**src/rtl/rv_ctrl_pkg.sv**
```systemverilog
// rtl/rv_ctrl_pkg.sv - shared encodings for the multicycle RV32I control path
package rv_ctrl_pkg;

  typedef enum logic [3:0] {
    S_FETCH   = 4'd0,
    S_DECODE  = 4'd1,
    S_MEM_ADR = 4'd2,
    S_MEM_RD  = 4'd3,
    S_MEM_WB  = 4'd4,
    S_MEM_WR  = 4'd5,
    S_EXEC_R  = 4'd6,
    S_ALU_WB  = 4'd7,
    S_EXEC_I  = 4'd8,
    S_JAL     = 4'd9,
    S_BRANCH  = 4'd10,
    S_JALR    = 4'd11,
    S_LUI     = 4'd12,
    S_AUIPC   = 4'd13,
    S_TRAP    = 4'd14
  } state_t;

  localparam logic [6:0] OP_LOAD   = 7'b0000011;
  localparam logic [6:0] OP_STORE  = 7'b0100011;
  localparam logic [6:0] OP_R      = 7'b0110011;
  localparam logic [6:0] OP_I      = 7'b0010011;
  localparam logic [6:0] OP_BRANCH = 7'b1100011;
  localparam logic [6:0] OP_JAL    = 7'b1101111;
  localparam logic [6:0] OP_JALR   = 7'b1100111;
  localparam logic [6:0] OP_LUI    = 7'b0110111;
  localparam logic [6:0] OP_AUIPC  = 7'b0010111;

  localparam logic [3:0] ALU_ADD  = 4'd0;
  localparam logic [3:0] ALU_SUB  = 4'd1;
  localparam logic [3:0] ALU_AND  = 4'd2;
  localparam logic [3:0] ALU_OR   = 4'd3;
  localparam logic [3:0] ALU_XOR  = 4'd4;
  localparam logic [3:0] ALU_SLT  = 4'd5;
  localparam logic [3:0] ALU_SLTU = 4'd6;
  localparam logic [3:0] ALU_SLL  = 4'd7;
  localparam logic [3:0] ALU_SRL  = 4'd8;
  localparam logic [3:0] ALU_SRA  = 4'd9;

  localparam logic [1:0] A_PC      = 2'b00;
  localparam logic [1:0] A_OLD_PC  = 2'b01;
  localparam logic [1:0] A_RS1     = 2'b10;
  localparam logic [1:0] A_ZERO    = 2'b11;
  localparam logic [1:0] B_RS2     = 2'b00;
  localparam logic [1:0] B_IMM     = 2'b01;
  localparam logic [1:0] B_FOUR    = 2'b10;
  localparam logic [1:0] RES_ALU_OUT = 2'b00;
  localparam logic [1:0] RES_DATA    = 2'b01;
  localparam logic [1:0] RES_ALU     = 2'b10;

endpackage

```
**src/rtl/alu_decoder.sv**
```systemverilog
// rtl/alu_decoder.sv - funct3/funct7 to ALU operation for R- and I-type instructions
module alu_decoder
  import rv_ctrl_pkg::*;
(
  input  logic [2:0] funct3,
  input  logic       funct7_5,
  input  logic       is_rtype,
  output logic [3:0] alu_control
);

  always_comb begin
    alu_control = ALU_ADD;
    case (funct3)
      // SUB exists only for R-type; ADDI ignores funct7[5].
      3'b000: alu_control = (is_rtype && funct7_5) ? ALU_SUB : ALU_ADD;
      3'b001: alu_control = ALU_SLL;
      3'b010: alu_control = ALU_SLT;
      3'b011: alu_control = ALU_SLTU;
      3'b100: alu_control = ALU_XOR;
      3'b101: alu_control = funct7_5 ? ALU_SRA : ALU_SRL;
      3'b110: alu_control = ALU_OR;
      3'b111: alu_control = ALU_AND;
      default: alu_control = ALU_ADD;
    endcase
  end

endmodule

```
**src/rtl/multicycle_ctrl_v2.sv**
```systemverilog
// rtl/multicycle_ctrl_v2.sv - multicycle RV32I control FSM with memory wait states and illegal trap
module multicycle_ctrl_v2
  import rv_ctrl_pkg::*;
#(
  parameter int ALU_CTRL_W   = 4,
  parameter int STATE_W      = 4,
  parameter int TRAP_ILLEGAL = 1
) (
  input  logic                  clk,
  input  logic                  reset,
  input  logic [6:0]            opcode,
  input  logic [2:0]            funct3,
  input  logic [6:0]            funct7,
  input  logic                  mem_ready,
  input  logic                  alu_zero,
  input  logic                  alu_lt,
  input  logic                  alu_ltu,
  output logic                  mem_req,
  output logic                  mem_write,
  output logic                  ir_write,
  output logic                  pc_write,
  output logic                  reg_write,
  output logic                  adr_src,
  output logic [1:0]            result_src,
  output logic [1:0]            alu_src_a,
  output logic [1:0]            alu_src_b,
  output logic [ALU_CTRL_W-1:0] alu_control,
  output logic                  illegal,
  output logic [STATE_W-1:0]    current_state
);

  state_t     state, next_state;
  logic       illegal_q;
  logic       take;
  logic [3:0] dec_alu, alu_code;
  logic       unused_funct7;

  assign unused_funct7 = ^{funct7[6], funct7[4:0]};

  alu_decoder u_alu_decoder (
    .funct3      (funct3),
    .funct7_5    (funct7[5]),
    .is_rtype    (state == S_EXEC_R),
    .alu_control (dec_alu)
  );

  always_ff @(posedge clk or posedge reset) begin
    if (reset) begin
      state     <= S_FETCH;
      illegal_q <= 1'b0;
    end else begin
      state <= next_state;
      if (next_state == S_TRAP) illegal_q <= 1'b1;
    end
  end

  always_comb begin
    take = 1'b0;
    case (funct3)
      3'b000: take = alu_zero;
      3'b001: take = !alu_zero;
      3'b100: take = alu_lt;
      3'b101: take = !alu_lt;
      3'b110: take = alu_ltu;
      3'b111: take = !alu_ltu;
      default: take = 1'b0;
    endcase
  end

  always_comb begin
    next_state = state;
    mem_req    = 1'b0;
    mem_write  = 1'b0;
    ir_write   = 1'b0;
    pc_write   = 1'b0;
    reg_write  = 1'b0;
    adr_src    = 1'b0;
    result_src = RES_ALU_OUT;
    alu_src_a  = A_PC;
    alu_src_b  = B_RS2;
    alu_code   = ALU_ADD;
    case (state)
      S_FETCH: begin
        mem_req    = 1'b1;
        alu_src_b  = B_FOUR;
        result_src = RES_ALU;
        ir_write   = mem_ready;
        pc_write   = mem_ready;
        if (mem_ready) next_state = S_DECODE;
      end
      S_DECODE: begin
        alu_src_a = A_OLD_PC;
        alu_src_b = B_IMM;
        case (opcode)
          OP_LOAD, OP_STORE: next_state = S_MEM_ADR;
          OP_R:      next_state = S_EXEC_R;
          OP_I:      next_state = S_EXEC_I;
          OP_BRANCH: next_state = S_BRANCH;
          OP_JAL:    next_state = S_JAL;
          OP_JALR:   next_state = S_JALR;
          OP_LUI:    next_state = S_LUI;
          OP_AUIPC:  next_state = S_AUIPC;
          default:   next_state = (TRAP_ILLEGAL != 0) ? S_TRAP : S_FETCH;
        endcase
      end
      S_MEM_ADR: begin
        alu_src_a = A_RS1;
        alu_src_b = B_IMM;
        // A non-memory opcode here means the IR changed under us; drop the instruction.
        if (opcode == OP_LOAD)       next_state = S_MEM_RD;
        else if (opcode == OP_STORE) next_state = S_MEM_WR;
        else                         next_state = S_FETCH;
      end
      S_MEM_RD: begin
        mem_req = 1'b1;
        adr_src = 1'b1;
        if (mem_ready) next_state = S_MEM_WB;
      end
      S_MEM_WR: begin
        mem_req   = 1'b1;
        adr_src   = 1'b1;
        mem_write = 1'b1;
        if (mem_ready) next_state = S_FETCH;
      end
      S_MEM_WB: begin
        result_src = RES_DATA;
        reg_write  = 1'b1;
        next_state = S_FETCH;
      end
      S_EXEC_R: begin
        alu_src_a  = A_RS1;
        alu_src_b  = B_RS2;
        alu_code   = dec_alu;
        next_state = S_ALU_WB;
      end
      S_EXEC_I: begin
        alu_src_a  = A_RS1;
        alu_src_b  = B_IMM;
        alu_code   = dec_alu;
        next_state = S_ALU_WB;
      end
      S_LUI: begin
        alu_src_a  = A_ZERO;
        alu_src_b  = B_IMM;
        next_state = S_ALU_WB;
      end
      S_AUIPC: begin
        alu_src_a  = A_OLD_PC;
        alu_src_b  = B_IMM;
        next_state = S_ALU_WB;
      end
      S_JALR: begin
        alu_src_a  = A_RS1;
        alu_src_b  = B_IMM;
        next_state = S_JAL;
      end
      S_JAL: begin
        alu_src_a  = A_OLD_PC;
        alu_src_b  = B_FOUR;
        pc_write   = 1'b1;
        next_state = S_ALU_WB;
      end
      S_ALU_WB: begin
        reg_write  = 1'b1;
        next_state = S_FETCH;
      end
      S_BRANCH: begin
        alu_src_a  = A_RS1;
        alu_src_b  = B_RS2;
        alu_code   = ALU_SUB;
        pc_write   = take;
        next_state = S_FETCH;
      end
      S_TRAP:  next_state = S_TRAP;
      default: next_state = S_FETCH;
    endcase
    // Hold every output at its idle value while reset is asserted.
    if (reset) begin
      mem_req    = 1'b0;
      mem_write  = 1'b0;
      ir_write   = 1'b0;
      pc_write   = 1'b0;
      reg_write  = 1'b0;
      adr_src    = 1'b0;
      result_src = RES_ALU_OUT;
      alu_src_a  = A_PC;
      alu_src_b  = B_RS2;
      alu_code   = ALU_ADD;
    end
  end

  assign alu_control   = ALU_CTRL_W'(alu_code);
  assign current_state = STATE_W'(state);
  assign illegal       = illegal_q;

endmodule
```
**config.mk**
```make
export PLATFORM = sky130hd
export DESIGN_NAME = multicycle_ctrl_v2
export DESIGN_NICKNAME = d
export VERILOG_FILES = /design/src/rtl/rv_ctrl_pkg.sv /design/src/rtl/alu_decoder.sv /design/src/rtl/multicycle_ctrl_v2.sv
export SDC_FILE = /design/constraint.sdc
export NUM_CORES = 1
export LEC_CHECK = 0
export BUFFER_PORTS_ARGS = -buffer_cell sky130_fd_sc_hd__buf_2
export CORE_MARGIN = 1.5
export CORE_UTILIZATION = 27
export CTS_CLUSTER_SIZE = 12
export DETAILED_ROUTE_END_ITERATION = 6
export PLACE_DENSITY = 0.64
export SLEW_MARGIN = 25
export SYNTH_ARGS = -nofsm -noshare
export SYNTH_HDL_FRONTEND = slang
export SYNTH_SLANG_ARGS = --single-unit
export TNS_END_PERCENT = 50
```
**constraint.sdc**
```tcl
create_clock -name clk -period 1.9 [get_ports clk]
set_input_delay 0.095 -clock clk [delete_from_list [all_inputs] [get_ports clk]]
set_output_delay 0.095 -clock clk [all_outputs]
set_load 0.02 [all_outputs]
```
==> results_dict.tcl <==
set metrics [dict create \
    postLayoutCoreUtil 0.413 \
    cp.arrival_ns 1.70 \
    register_area_um2 129 \
    multi_input_area_um2 617 \
    nets 187 \
    min_path_type "input port to flip-flop" \
    cts_buffer_depth 2 \
    reg2regPathDepth 5 \
    reg2reg_slack_ns 0.18 \
    cp-endpoint "alu_control[3]" \
    areaGrowthSynthToFinish_pct 44.2 \
    required_ns 1.80 \
    wl_per_cell_um 13.0 \
    clock_sinks 5 \
    fin_tns_setup_ns 0 \
    synth.largest_area_cell "dfrtp_1" \
    cap_violations 0 \
    chipWidth_um 57.1 \
    dieArea_mm2 0.00326 \
    gp_congestion 0.832 \
    dp_hpwl_um 1870 \
    cts_max_level 1 \
    timing.final.ws_setup_ns 0.107 \
    cts_buffers 3 \
    drt_wl_total_um 2530 \
    via_per_inst 5.28 \
    end_kind "output pin" \
    grtUsageTotal 0.153 \
    rsz0062_at_grt "no" \
    hold_viol_final 0 \
    worstSetupPathType "flip-flop to output pin" \
    syn_nets 138 \
    powerDensity_mw_per_mm2 1350 \
    worst_slew_pin_slew_ns 0.464 \
    setup_violations 0 \
    timing.rr.start "current_state[3]" \
    reg2reg_to "illegal" \
    placedCellCount 181 \
    grt_antenna_before_repair 0 \
    synth_area_leaders "dfrtp_1, nor2_1, nand2_1" \
    p_leak_nw 0.572 \
    synthCells 115 \
    fmax_mhz 558 \
    io_buffer_count 37 \
    layout_commonest_cell "buf_2" \
    cts-root-buf "clkbuf_4" \
    avgSynthCellArea_um2 6.87 \
    syn_area_um2 790 \
    via_count 1024 \
    yosys.cell_types.count 39 \
    slew_violations 0 \
    n_fill_cell 302 \
    critPathMaxFanout 9 \
    layout-drive-gt1-share 0.429 \
    grt_pass1_vias 918 \
    cts_tree "done" \
    num_io_pins 44 \
    coreArea_mm2 0.00276 \
    drcViolationCount 0 \
    post-place-ws_ns 0.209 \
    ir_drop_uv 824 \
    yosysWarnings 0 \
    antenna_left 0 \
    startpoint "current_state[2]" \
    clock_latency_ns 0.24 \
    cts.reportedPaths.clkPinSlew_ns 0.04 \
    grt_overflow_total 0 \
    start_kind "flip-flop" \
    layout.cells.non_filler 194 \
    drt_pass1_iterations 4 \
    ys_ff_latch 5 \
    min_period_ns 1.79 \
    seq_area_frac_synth 0.158 \
    final_cell_mix "buf_2, nor2_1, buf_4" \
    initial_core_util 0.286 \
    grt_max_degree 13 \
    status "complete, no violations" \
    drtIter0Drc 17 \
    die_h_um 57.1 \
    slew_headroom 0.687 \
    fp-row-count 19 \
    antenna_cells 0 \
    grt_pass1_wl_um 3970 \
    clock_skew_ns 0.00799 \
    p_total_mw 1.54 \
    period_share 0.944 \
    synth_top_cell_area_share 0.158 \
]
[flip-flops by register name (all words and copies together), names as in the netlist]
name           count
current_state      4
illegal            1
[critical path, stage by stage, from the launching register on]
cell and delay (ns):
dfrtp_2 0.44, buf_4 0.18, nor2_2 0.10, nand2_1 0.06
a211o_1 0.32, nor3_1 0.17, buf_2 0.19
[final cells by class]
cell class / instances / area share
clock buffers: 4 / 0.0231
inverters: 8 / 0.0264
multi-input cells: 95 / 0.542
flip-flops and latches: 5 / 0.113
well taps: 31 / 0.0341
repair buffers: 51 / 0.262
[worst min path at each step]
stage	end	slack, ns	cells past startpoint	startpoint
2_1_floorplan	current_state[0]	0.07	2	reset
3_3_place_gp	current_state[0]	0.08	2	reset
3_5_place_dp	current_state[0]	0.09	2	reset
4_1_cts	current_state[2]	0.13	2	opcode[5]
5_1_grt	current_state[2]	0.15	2	opcode[5]
6_report	current_state[2]	0.14	2	opcode[5]
[cell families (layout without fill, tap and decap cells)]
| group | after synthesis | after routing | synth area share |
|---|---|---|---|
| AOI/OAI and AO/OA | 31 | 31 | 0.265 |
| xor gates and xnor gates | 6 | 6 | 0.0666 |
| buffers and inverters | 15 | 63 | 0.0872 |
| DFF | 5 | 5 | 0.158 |
| muxes | 2 | 2 | 0.0254 |
| and+or+nand+nor | 56 | 56 | 0.398 |
[metal layers]
metal,part of all wire,track usage
met1,0.46,0.202
met2,0.49,0.268
met3,0.052,0.0272
met4,0,0.0199
met5,0,0
[synth_stat cells]
master,instances
nand4b_1,1
a221oi_1,1
mux2i_1,2
nor4_1,3
nand2b_1,2
or2b_2,2
a2bb2oi_1,1
a41o_1,1
o41ai_1,1
nand2_1,11
xor2_1,2
o21ai_0,7
nor3_1,8
dfrtp_1,5
nor2b_1,4
o32ai_1,1
a21oi_1,7
o311ai_0,1
a32oi_1,1
nor3b_1,1
nor4b_4,1
and2b_2,1
a31oi_1,3
nor3_2,1
o22ai_1,2
nor2_1,15
clkbuf_8,1
a21o_2,2
o2111a_1,1
clkbuf_1,4
xnor2_1,4
o21a_1,1
buf_2,2
a211o_1,1
and3b_1,1
or2_2,3
nand3_1,1
or4_4,1
inv_1,8
[metrics by stage]
step	hold WS [ns]	area, um^2
after detailed placement	0.0910	1020
after CTS	0.129	1080
final	0.144	1140
after floorplan	0.0679	796
after global placement	0.0838	1020
after global routing	0.151	1140
[where the power goes]
group / internal (mW) / leakage [nW] / switching, mW
Clock: 0.0795 / 0.0150 / 0.0441
Sequential: 0.150 / 0.0556 / 0.0478
Combinational: 0.511 / 0.502 / 0.704
Total: 0.741 / 0.572 / 0.796
[what timing repair did]
item / in CTS / in global routing
setup endpoints to repair: 2 / 2
buffers inserted: 3 / 5
endpoints found under the hold margin: 5 / 0
hold buffers: 1 / 0
resized for setup: 4 / 3
(Power assumes the default switching activity.)
